==> src/rtl/m_div_pkg.sv <==
// Shared types and constants for the iterative M-unit divider.
// Op encoding follows RISC-V funct3[1:0] for DIV/DIVU/REM/REMU.
package m_div_pkg;

    typedef enum logic [1:0] {
        OP_DIV  = 2'b00,
        OP_DIVU = 2'b01,
        OP_REM  = 2'b10,
        OP_REMU = 2'b11
    } div_op_e;

    typedef enum logic [1:0] {
        ST_IDLE = 2'd0,
        ST_CALC = 2'd1,
        ST_FIX  = 2'd2,
        ST_DONE = 2'd3
    } div_state_e;

    // op[OP_SIGNED_BIT] == 0 selects a signed op; op[OP_REM_BIT] selects the remainder.
    localparam int OP_SIGNED_BIT = 0;
    localparam int OP_REM_BIT    = 1;

endpackage : m_div_pkg

==> src/rtl/m_div_regs.sv <==
// Remainder (R), shifted divisor (D) and quotient (Z) registers of the
// restoring divider, with their load / shift-subtract / hold muxes.
module m_div_regs #(
    parameter int WIDTH = 32
) (
    input  logic             clk,
    input  logic             resetn,
    input  logic             load,
    input  logic             step,
    input  logic [WIDTH-1:0] r_init,
    input  logic [WIDTH-1:0] d_init,
    output logic [WIDTH-1:0] r,
    output logic [WIDTH-1:0] z
);

    logic [2*WIDTH-2:0] d;
    logic [2*WIDTH-2:0] d_nxt;
    logic [WIDTH-1:0]   r_nxt;
    logic [WIDTH-1:0]   z_nxt;

    logic               borrow;
    logic [WIDTH-2:0]   diff_hi_unused;
    logic [WIDTH-1:0]   diff_lo;

    // A non-negative difference always fits in WIDTH bits, so only the
    // borrow and the low half are ever consumed.
    assign {borrow, diff_hi_unused, diff_lo} = {{WIDTH{1'b0}}, r} - {1'b0, d};

    always_comb begin
        // NOTE: every output gets a default first so no path can infer a latch.
        r_nxt = r;
        d_nxt = d;
        z_nxt = z;
        if (load) begin
            r_nxt = r_init;
            d_nxt = {d_init, {(WIDTH-1){1'b0}}};
            z_nxt = '0;
        end else if (step) begin
            if (!borrow) begin
                r_nxt = diff_lo;
            end
            z_nxt = {z[WIDTH-2:0], ~borrow};
            d_nxt = d >> 1;
        end
    end

    always_ff @(posedge clk or negedge resetn) begin
        // NOTE: non-blocking assignments so all registers update from pre-edge values.
        if (!resetn) begin
            r <= '0;
            d <= '0;
            z <= '0;
        end else begin
            r <= r_nxt;
            d <= d_nxt;
            z <= z_nxt;
        end
    end

endmodule : m_div_regs

==> src/rtl/m_div_iter.sv <==
// Iterative restoring divider (DIV/DIVU/REM/REMU) with start/done handshake.
// Optional M_DIV_FASTPATH_EN: divide-by-zero and MIN/-1 complete in one cycle.
module m_div_iter
    import m_div_pkg::*;
#(
    parameter int WIDTH = 32
) (
    input  logic             clk,
    input  logic             resetn,
    input  logic             start,
    input  logic [1:0]       op,
    input  logic [WIDTH-1:0] rs1,
    input  logic [WIDTH-1:0] rs2,
    input  logic             kill,
    output logic             busy,
    output logic             done,
    output logic [WIDTH-1:0] result
);

    localparam int               CNT_W    = $clog2(WIDTH + 1);
    localparam logic [CNT_W-1:0] CNT_INIT = CNT_W'(WIDTH);
    localparam logic [CNT_W-1:0] CNT_LAST = CNT_W'(1);
    localparam logic [WIDTH-1:0] MIN_VAL  = {1'b1, {(WIDTH-1){1'b0}}};

    div_state_e       state;
    div_state_e       state_nxt;
    logic [CNT_W-1:0] cnt;
    logic             rem_q;
    logic             neg_q;
    logic             neg_r;

    logic             req_signed;
    logic             req_rem;
    logic             rs1_neg;
    logic             rs2_neg;
    logic             rs2_zero;
    logic [WIDTH-1:0] rs1_mag;
    logic [WIDTH-1:0] rs2_mag;

    logic             load;
    logic             step;
    logic             fix;
    logic             fast_hit;
    logic [WIDTH-1:0] r_val;
    logic [WIDTH-1:0] z_val;
    logic [WIDTH-1:0] fix_val;

    assign req_signed = ~op[OP_SIGNED_BIT];
    assign req_rem    = op[OP_REM_BIT];
    assign rs1_neg    = req_signed & rs1[WIDTH-1];
    assign rs2_neg    = req_signed & rs2[WIDTH-1];
    assign rs2_zero   = (rs2 == '0);
    assign rs1_mag    = rs1_neg ? -rs1 : rs1;
    assign rs2_mag    = rs2_neg ? -rs2 : rs2;

`ifdef M_DIV_FASTPATH_EN
    logic [WIDTH-1:0] fast_val;

    assign fast_hit = rs2_zero | (req_signed & (rs1 == MIN_VAL) & (rs2 == '1));
    assign fast_val = req_rem ? (rs2_zero ? rs1 : '0)
                              : (rs2_zero ? '1  : MIN_VAL);
`else
    assign fast_hit = 1'b0;
`endif

    m_div_regs #(
        .WIDTH (WIDTH)
    ) u_regs (
        .clk    (clk),
        .resetn (resetn),
        .load   (load),
        .step   (step),
        .r_init (rs1_mag),
        .d_init (rs2_mag),
        .r      (r_val),
        .z      (z_val)
    );

    // Divide-by-zero and MIN/-1 need no special case: neg_q is suppressed
    // for a zero divisor and |MIN| is representable unsigned.
    assign fix_val = rem_q ? (neg_r ? -r_val : r_val)
                           : (neg_q ? -z_val : z_val);

    always_comb begin
        state_nxt = state;
        load      = 1'b0;
        step      = 1'b0;
        fix       = 1'b0;
        unique case (state)
            ST_IDLE: begin
                if (start) begin
                    load      = 1'b1;
                    state_nxt = fast_hit ? ST_DONE : ST_CALC;
                end
            end
            ST_CALC: begin
                if (kill) begin
                    state_nxt = ST_IDLE;
                end else begin
                    step = 1'b1;
                    if (cnt == CNT_LAST) begin
                        state_nxt = ST_FIX;
                    end
                end
            end
            ST_FIX: begin
                if (kill) begin
                    state_nxt = ST_IDLE;
                end else begin
                    fix       = 1'b1;
                    state_nxt = ST_DONE;
                end
            end
            ST_DONE: begin
                state_nxt = ST_IDLE;
            end
            default: begin
                state_nxt = ST_IDLE;
            end
        endcase
    end

    always_ff @(posedge clk or negedge resetn) begin
        if (!resetn) begin
            state <= ST_IDLE;
            cnt   <= '0;
            rem_q <= 1'b0;
            neg_q <= 1'b0;
            neg_r <= 1'b0;
        end else begin
            state <= state_nxt;
            if (load) begin
                cnt   <= CNT_INIT;
                rem_q <= req_rem;
                neg_q <= req_signed & (rs1[WIDTH-1] ^ rs2[WIDTH-1]) & ~rs2_zero;
                neg_r <= rs1_neg;
            end else if (step) begin
                cnt <= cnt - CNT_LAST;
            end
        end
    end

    always_ff @(posedge clk or negedge resetn) begin
        if (!resetn) begin
            result <= '0;
        end else if (fix) begin
            result <= fix_val;
`ifdef M_DIV_FASTPATH_EN
        end else if (load && fast_hit) begin
            result <= fast_val;
`endif
        end
    end

    assign busy = (state != ST_IDLE);
    assign done = (state == ST_DONE);

endmodule : m_div_iter
==> config.mk <==
export PLATFORM = sky130hd
export DESIGN_NAME = m_div_iter
export DESIGN_NICKNAME = d
export VERILOG_FILES = /design/src/rtl/m_div_pkg.sv /design/src/rtl/m_div_regs.sv /design/src/rtl/m_div_iter.sv
export SDC_FILE = /design/constraint.sdc
export NUM_CORES = 1
export LEC_CHECK = 0
export BUFFER_PORTS_ARGS = -buffer_cell sky130_fd_sc_hd__buf_2
export CAP_MARGIN = 20
export CORE_ASPECT_RATIO = 0.9
export CORE_UTILIZATION = 30
export DETAILED_ROUTE_END_ITERATION = 12
export HOLD_SLACK_MARGIN = 0.08
export PLACE_DENSITY = 0.57
export SETUP_SLACK_MARGIN = 0.1
export SLEW_MARGIN = 0
export SYNTH_ARGS = -nofsm -noshare
export SYNTH_HDL_FRONTEND = slang
export SYNTH_SLANG_ARGS = --single-unit
==> constraint.sdc <==
create_clock -name clk -period 7.55 [get_ports clk]
set_input_delay 0.3775 -clock clk [delete_from_list [all_inputs] [get_ports clk]]
set_output_delay 0.3775 -clock clk [all_outputs]
set_load 0.01 [all_outputs]
# After elaboration in Yosys (flattened, before gate mapping)

Cells that the tools add are included.

Bits in registers: 170
Latch bits: 0
RAM bits: 0
Memory bits (read-only): 0
Bits of input ports: 70
Output and inout port bits: 34
Logic and storage cells: 60
Memories kept: 0

Add/subtract/negate cells: 6
$mul: 0
Div/mod/pow operators: 0
Order comparisons: 0
Eq/ne operators: 7
Shifts and indexed selects: 0
Muxes and demuxes: 24
Bitwise logic cells: 8
Reduce and logical (&&, ||, !) cells: 6

Operator list:

| cell                | number |
|---|---|
| $mux 32             | 10 |
| $neg 32->32         | 4 |
| $mux 63             | 2 |
| $sub 32x63->64      | 1 |
| $logic_not 32->1    | 1 |
| $mux 6              | 2 |
| $mux 2              | 4 |
| $pmux 2 s4          | 1 |
| $eq 6x1->1 const B  | 1 |
| $sub 6x1->6 const B | 1 |
| $mux 1              | 5 |
| $and 1x1->1         | 4 |
| $eq 2x2->1 const B  | 2 |
| $ne 2x2->1 const B  | 2 |
| $reduce_and 2->1    | 2 |
| $reduce_bool 2->1   | 2 |
| $ne 3x3->1 const B  | 1 |
| $not 1->1           | 3 |
| $eq 2x1->1 const B  | 1 |
| $logic_not 2->1     | 1 |
| $xor 1x1->1         | 1 |

# Depth between registers and ports, before layout

Gate-level depths: netlist (run 1).

Word-level depth: 4
Depth in mapped cells: 12
Mapped depth without buffers: 11

# Modules after synthesis

A second synthesis (run 1) with hierarchy kept.

Cell total of the unflattened synthesis: 1365
Area, all modules: 11935.2 µm²

By module, submodules not included:

| module     | times used | cells an instance | area each (µm²) | sequential area each (µm²) |
|---|---|---|---|---|
| m_div_regs | 1          | 762               | 7287.0          | 3178.0 |
| m_div_iter | 1          | 603               | 4648.2          | 1076.0 |

# Worst setup path before layout (run 1)

OpenSTA, ideal clock, no wires.

Path type: reg-to-reg
From: reg u_regs.r[18]
To: reg u_regs.r[30]
Library setup time: 0.123 ns
Data arrival time: 2.774 ns
Required time: 7.427 ns
Slack: 4.653 ns
Cell stages (with the launch flop): 11
Path buffers: 1
Period minus slack after synthesis: 2.897 ns
Cells stage by stage: dfrtp_1 -> ha_1 -> buf_2 -> and2_4 -> nand4_2 -> or4_1 -> a211o_1 -> a311oi_2 -> and3_1 -> a221o_1 -> nor2_1

Longest elaborated chain between the ends: 4
Elaborated cells on any way between the ends: 6
Classes of those cells: 1 x add/sub; 1 x eq/ne; 3 x mux; 1 x reduce/logical

RTL lines:

| what                     | line             | source |
|---|---|---|
| start: declaration       | m_div_regs.sv:12 | `output logic [WIDTH-1:0] r,` |
| start signal: assignment | m_div_regs.sv:54 | `r <= r_nxt;` |
| $sub 32x63->64 *         | m_div_regs.sv:27 | `assign {borrow, diff_hi_unused, diff_lo} = {{WIDTH{1'b0}}, r} - {1'b0, d};` |
| $mux 32                  | m_div_regs.sv:39 | `if (!borrow) begin` |
| $mux 32                  | m_div_regs.sv:38 | `end else if (step) begin` |
| $mux 32                  | m_div_regs.sv:34 | `if (load) begin` |

Mark *: on every way between the ends. The rest lies on a longest branch, timed or not. The select of a mux whose other input is x is not followed.
A chain may end at the register's enable or synchronous reset.

# Final worst setup path (run 1)

From: reg u_regs.r[18]
To: reg u_regs.r[3]

Longest elaborated chain between the ends: 3

RTL lines:

| what                              | line |
|---|---|
| $sub 32x63->64                    | m_div_regs.sv:27 |
| $ne 2x2->1 (no source line)       | - |
| $reduce_and 2->1 (no source line) | - |

No other way between the ends.

==> results of run 1 <==
state kept, by name (all words and copies together), names as in the netlist:
register and flops:
u_regs.z 32, u_regs.d 63, neg_r 1, result 32, state 2, rem_q 1, u_regs.r 32, neg_q 1
cnt 6
worst max-delay path by stage:
| stage | to | slack [ps] | depth (start not counted) |
|---|---|---|---|
| after floorplan | u_regs.r[30] | 4650 | 10 |
| after global placement | u_regs.r[3] | 4000 | 9 |
| after detailed placement | u_regs.r[5] | 3910 | 9 |
| after CTS | u_regs.r[5] | 3920 | 9 |
| after global routing | u_regs.r[3] | 3650 | 9 |
| final | u_regs.r[3] | 3880 | 9 |
routing by layer:
metal | part of all wire (%) | up-vias | track usage, %
met5 | 0.22 | - | 0
met3 | 6.9 | 31 | 4.58
met1 | 49 | 4736 | 24.1
li1 | - | 4930 | -
met4 | 0.96 | 10 | 3.79
met2 | 43 | 251 | 25.1
cell families after synthesis:
logic type               after synthesis  synth area share, %
AO/OA/AOI/OAI                        436                 25.2
XOR/XNOR                             146                 11.2
adder cells (fa/ha/maj)               39                 4.35
flip-flops                           170                 37.3
buffers and inverters                127                 4.38
multiplexers                           6                0.527
AND/OR/NAND/NOR                      405                 17.0
worst max-delay path, cell delays in order, from the launching register on:
cell and delay, ps:
dfrtp_1 460, ha_1 470, and2_4 200, nand4_2 120
or4_1 500, a211o_1 320, a311oi_2 830, buf_4 330
mux2i_1 210, o21ai_1 70
layout by cell type, fill, tap and decap left out, types with 10 or more instances in the layout:
cell,Yosys,layout
a21o_1,13,13
a21oi_1,79,79
a22o_1,30,30
a22oi_1,31,31
a31oi_1,10,10
buf_2,3,102
clkbuf_16,0,17
dfrtp_1,170,169
ha_1,38,38
inv_1,55,55
nand2_1,171,170
nand3_1,15,15
nor2_1,79,78
nor3_1,23,23
nor4_1,19,19
o21ai_0,148,148
o31ai_1,33,33
o41ai_1,15,15
or3_1,19,19
or4_1,12,12
xnor2_1,69,69
xor2_1,77,77
final cells by class:
cell class,count,area (µm²)
Inverter,55,206
Antenna cell,6,15.0
Timing Repair Buffer,114,644
Multi-Input combinational cell,1032,6660
Clock buffer,20,437
Fill cell,3886,24300
Sequential cell,170,4260
Tap cell,483,604
Clock inverter,11,146
stage by stage:
| stage | worst slack (ps) | power (mW) | util [%] |
|---|---|---|---|
| floorplan | 4650 | 2.80 | - |
| global placement | 4000 | 3.32 | 33.0 |
| detailed placement | 3910 | 3.34 | 33.0 |
| CTS | 3920 | 4.26 | 34.5 |
| global route | 3650 | 4.58 | 34.7 |
| finish | 3880 | 4.25 | 34.8 |
report_power, final:
group	switching, mW	internal, mW
registers	0.321	1.16
logic	1.09	0.785
clock network	0.378	0.519
==> flow_metrics.tcl, run 1 <==
set metrics [dict create \
    status "finished clean" \
    wirelength_mm 31.9 \
    postCtsHoldBufs 0 \
    vias 9958 \
    maxSlewViolCount 0 \
    yosys.cell_count.top_type "nand2_1" \
    setup_viol 0 \
    leakagePower_nw 5.40 \
    ys_seq_area_share_pct 37.3 \
    yosysUniqueCellTypes 71 \
    post_cts_resize_count 0 \
    clockBufferDepth 2 \
    synth_top_area_share_pct 37.3 \
    path_max_fanout 10 \
    synth_flop_cell "dfrtp_1" \
    holdWs_ps 25.0 \
    htree_levels 4 \
    r2r-start "u_regs.r[18]" \
    drive_gt1_share_pct 12.8 \
    detail_route.wl_per_cell_um 16.9 \
    via_per_inst 5.27 \
    finalNonFillerCells 1891 \
    grt_usage_pct 16.8 \
    avgSynthCellArea_um2 8.57 \
    dp_cells 1850 \
    cts.clk_slew.worst_paths_ps 70 \
    power_density_mw_per_mm2 328 \
    die_w_um 207 \
    ios 104 \
    start_util_pct 30.5 \
    clkLatencyLatePin_ps 450 \
    gp_congestion 0.919 \
    ys_warn_count 0 \
    drc 0 \
    clock_skew_ps 12.5 \
    netlist_instances 1329 \
    cts_made_buffers 17 \
    synth-edff-count 0 \
    antenna_found_initial 11 \
    period_needed_ps 3670 \
    cp-start-kind "flip-flop" \
    end_kind "flip-flop" \
    synth.ff_latch_count 170 \
    drv_cap 0 \
    fin_nets 1499 \
    port_buffers 103 \
    cts_root_buf "clkbuf_16" \
    worstSetupStartpoint "u_regs.r[18]" \
    grt_overflow 0 \
    fmax_mhz 273 \
    hold_violations 0 \
    rows 67 \
    worst_ep_required_time_ps 7860 \
    syn-cell-area_mm2 0.0114 \
    synth.largest_area_cell "dfrtp_1" \
    area_delta_synth_final_pct 13.8 \
    path_class "flip-flop to flip-flop" \
    drtIter0Drc 709 \
    rr_endpoint "u_regs.r[3]" \
    arrival_ps 3980 \
    grt_pass1_vias 9424 \
    grt_start_max_net_pins 105 \
    grt_pass1_wl_mm 52.2 \
    slew_headroom_pct 33.0 \
    cts_sinks 170 \
    worstMarginPinSlew_ps 1010 \
    reg2reg_depth 9 \
    cts_tree "built" \
    hpwlAfterDp_mm 23.5 \
    stdcell_area_mm2 0.0130 \
    die_area_mm2 0.0388 \
    post_cts_buffers 0 \
    core_area_mm2 0.0373 \
    synth_common_cells "nand2_1, dfrtp_1, o21ai_0" \
    hp-class "input port to async pin" \
    dr.pass1.iters 6 \
    synth_area_leaders "dfrtp_1, o21ai_0, xor2_1" \
    drtAntennaViolNets 0 \
    synth_nets 1438 \
    die_y_um 187 \
    tns_ps 0 \
    ir_drop_v 0.000142 \
    synth_async_sr_flop_share_pct 100 \
    reg2reg_slack_ps 3880 \
    placed_area_mm2 0.0123 \
    final.period_utilization_pct 48.6 \
    grt_setup_unrepaired "no" \
]
Note: power is estimated with default switching activity, not from simulation.
==> run 2, diff against run 1 <==
--- a/config.mk
+++ b/config.mk
@@ -11,7 +11,7 @@
 export CORE_UTILIZATION = 30
 export DETAILED_ROUTE_END_ITERATION = 12
 export HOLD_SLACK_MARGIN = 0.08
-export PLACE_DENSITY = 0.57
+export PLACE_DENSITY = 0.59
 export SETUP_SLACK_MARGIN = 0.1
 export SLEW_MARGIN = 0
 export SYNTH_ARGS = -nofsm -noshare
==> constraint.sdc (replaced) <==
create_clock -name clk -period 3.1 [get_ports clk]
set_input_delay 0.155 -clock clk [delete_from_list [all_inputs] [get_ports clk]]
set_output_delay 0.155 -clock clk [all_outputs]
set_load 0.01 [all_outputs]
==> run 2 against run 1 <==
Net effect:
- critical path depth up 1
- sequential power up 130%
- first-iteration DRC count down 6.5%
- clock skew down 4.2 ps
- global-route usage up 0.76 points
- register-to-register slack worse by 3700 ps
- sequential share of layout area down 2.1 points
- die area unchanged
- setup slack worse by 3700 ps
- combinational power rose to 2.9 times the previous value
- via count up 4.8%
- flip-flop and latch count unchanged
- critical path type unchanged
- largest cell class unchanged
==> flow_metrics.tcl, run 2 (synthesis gave the netlist of run 1 again) <==
set metrics [dict create \
    die_area_mm2 0.0388 \
    mostFrequentLayoutCells "nand2_1, dfrtp_1, o21ai_0, buf_2" \
    path_class "flip-flop to flip-flop" \
    worst_ep_required_time_ps 3430 \
    rr_endpoint "u_regs.r[26]" \
    die_y_um 187 \
    ios 104 \
    cp_cell_sequence "inv_1 -> ha_1 -> and2_1 -> nand4_2 -> or4_1 -> a211o_4 -> a311o_2 -> buf_4 -> a31oi_1 -> o21ai_0" \
    hold_violations 0 \
    grt_usage_pct 17.6 \
    antenna_found_initial 11 \
    start_util_pct 30.5 \
    slew_headroom_pct 32.9 \
    leakagePower_nw 5.87 \
    grt_pass1_wl_mm 54.4 \
    vias 10437 \
    maxSlewViolCount 0 \
    largest_reg_flops 63 \
    ir_drop_v 0.000393 \
    placed_area_mm2 0.0128 \
    drtAntennaViolNets 0 \
    clkLatencyLatePin_ps 450 \
    cp-start-kind "flip-flop" \
    cts_sinks 170 \
    holdWs_ps 89.1 \
    switching_share_pct 41.8 \
    clockPowerShare_pct 21.0 \
    reg2reg_slack_ps 200 \
    arrival_ps 3220 \
    pwr-share-seq_pct 30.4 \
    area_delta_synth_final_pct 21.6 \
    power_frac_comb_pct 48.6 \
    worstSetupStartpoint "u_regs.d[15]" \
    grt_start_max_net_pins 78 \
    core_area_mm2 0.0373 \
    via_per_inst 5.26 \
    cts.clk_slew.worst_paths_ps 70 \
    path_max_fanout 10 \
    holdPathEnd "u_regs.r[3]" \
    grt_pass1_vias 9879 \
    clock_skew_ps 8.29 \
    grt_setup_unrepaired "yes" \
    final_common_cell "nand2_1" \
    tns_ps 0 \
    power_density_mw_per_mm2 804 \
    crit_slowest_cell "or4_1" \
    gp_congestion 0.924 \
    cts_tree "built" \
    dr.pass1.iters 4 \
    grt_overflow 0 \
    path_buf_inv 2 \
    die_w_um 207 \
    hpwlAfterDp_mm 24.9 \
    stdcell_area_mm2 0.0139 \
    wirelength_mm 33.8 \
    period_needed_ps 2900 \
    drc 0 \
    reg2reg_depth 10 \
    detail_route.wl_per_cell_um 17.0 \
    setup_viol 0 \
    final.period_utilization_pct 93.5 \
    rows 67 \
    drtIter0Drc 663 \
    cts_made_buffers 17 \
    end_kind "flip-flop" \
    fin_nets 1593 \
    htree_levels 4 \
    power.switching_mw 4.65 \
    critical-path-max-stage-delay_ps 520 \
    clockBufferDepth 2 \
    hp-class "input port to flip-flop" \
    min_from "rs1[3]" \
    largest-register "u_regs.d" \
    r2r-start "u_regs.d[15]" \
    drv_cap 0 \
    worstMarginPinSlew_ps 1010 \
    critPathTopFamily "compound AO/OA/AOI/OAI gates" \
    drive_gt1_share_pct 16.7 \
    cts_root_buf "clkbuf_16" \
    hold_depth 4 \
    fmax_mhz 345 \
    status "finished clean" \
    port_buffers 103 \
    p_int_mw 6.49 \
]
## run 2: cell type report
class	count	area (µm²)
multi-input combinational	1032	6700
timing repair buffer	208	1450
antenna	5	12.5
tap	483	604
inverter	55	206
clock inverter	11	158
clock buffer	21	470
fill	3801	23500
sequential	170	4260
## run 2: worst max path at each step
stage | to | slack (ps) | cells after the start
4_1_cts | u_regs.r[13] | 100 | 11
6_report | u_regs.r[26] | 200 | 10
5_1_grt | u_regs.r[28] | 60 | 12
3_5_place_dp | u_regs.r[13] | 100 | 11
2_1_floorplan | u_regs.r[30] | 200 | 10
3_3_place_gp | u_regs.r[26] | 180 | 9
## run 2: worst min-delay path: stages
cell     delay [ps]
buf_2           100
xnor2_1         100
nand2_1          90
o21ai_1          60
## run 2: stage by stage
stage | std cells | setup slack [ps] | utilization (%) | power (mW)
6_report | 1985 | 202 | 37.1 | 11.1
5_1_grt | 1981 | 62.8 | 37.1 | 11.9
3_5_place_dp | 1910 | 105 | 34.3 | 8.66
2_1_floorplan | 1329 | 203 | - | 6.82
4_1_cts | 1976 | 101 | 36.9 | 11.1
3_3_place_gp | 1910 | 183 | 34.3 | 8.59
## run 2: timing repair
item,4_1_cts,5_1_grt
resized for setup,0,10
setup endpoints to repair,0,31
buffers inserted,0,3
endpoints found under the hold margin,87,0
hold buffers,34,0
## run 2: per-layer routing
metal  up-vias  global-route usage, %  share of wire (%)
met1      4986                   25.4                 48
met5         -                      0               0.18
met3        34                   4.94                7.4
li1       5116                      -                  -
met4        10                   3.24               0.85
met2       291                   26.1                 43
## run 2: power groups by stage
stage	combinational, mW	clock (mW)	sequential, mW
finish	5.42	2.34	3.38
global route	5.99	2.48	3.47
CTS	5.31	2.38	3.38
detailed placement	5.23	0	3.42
global placement	5.20	0	3.39
floorplan	3.44	0	3.38
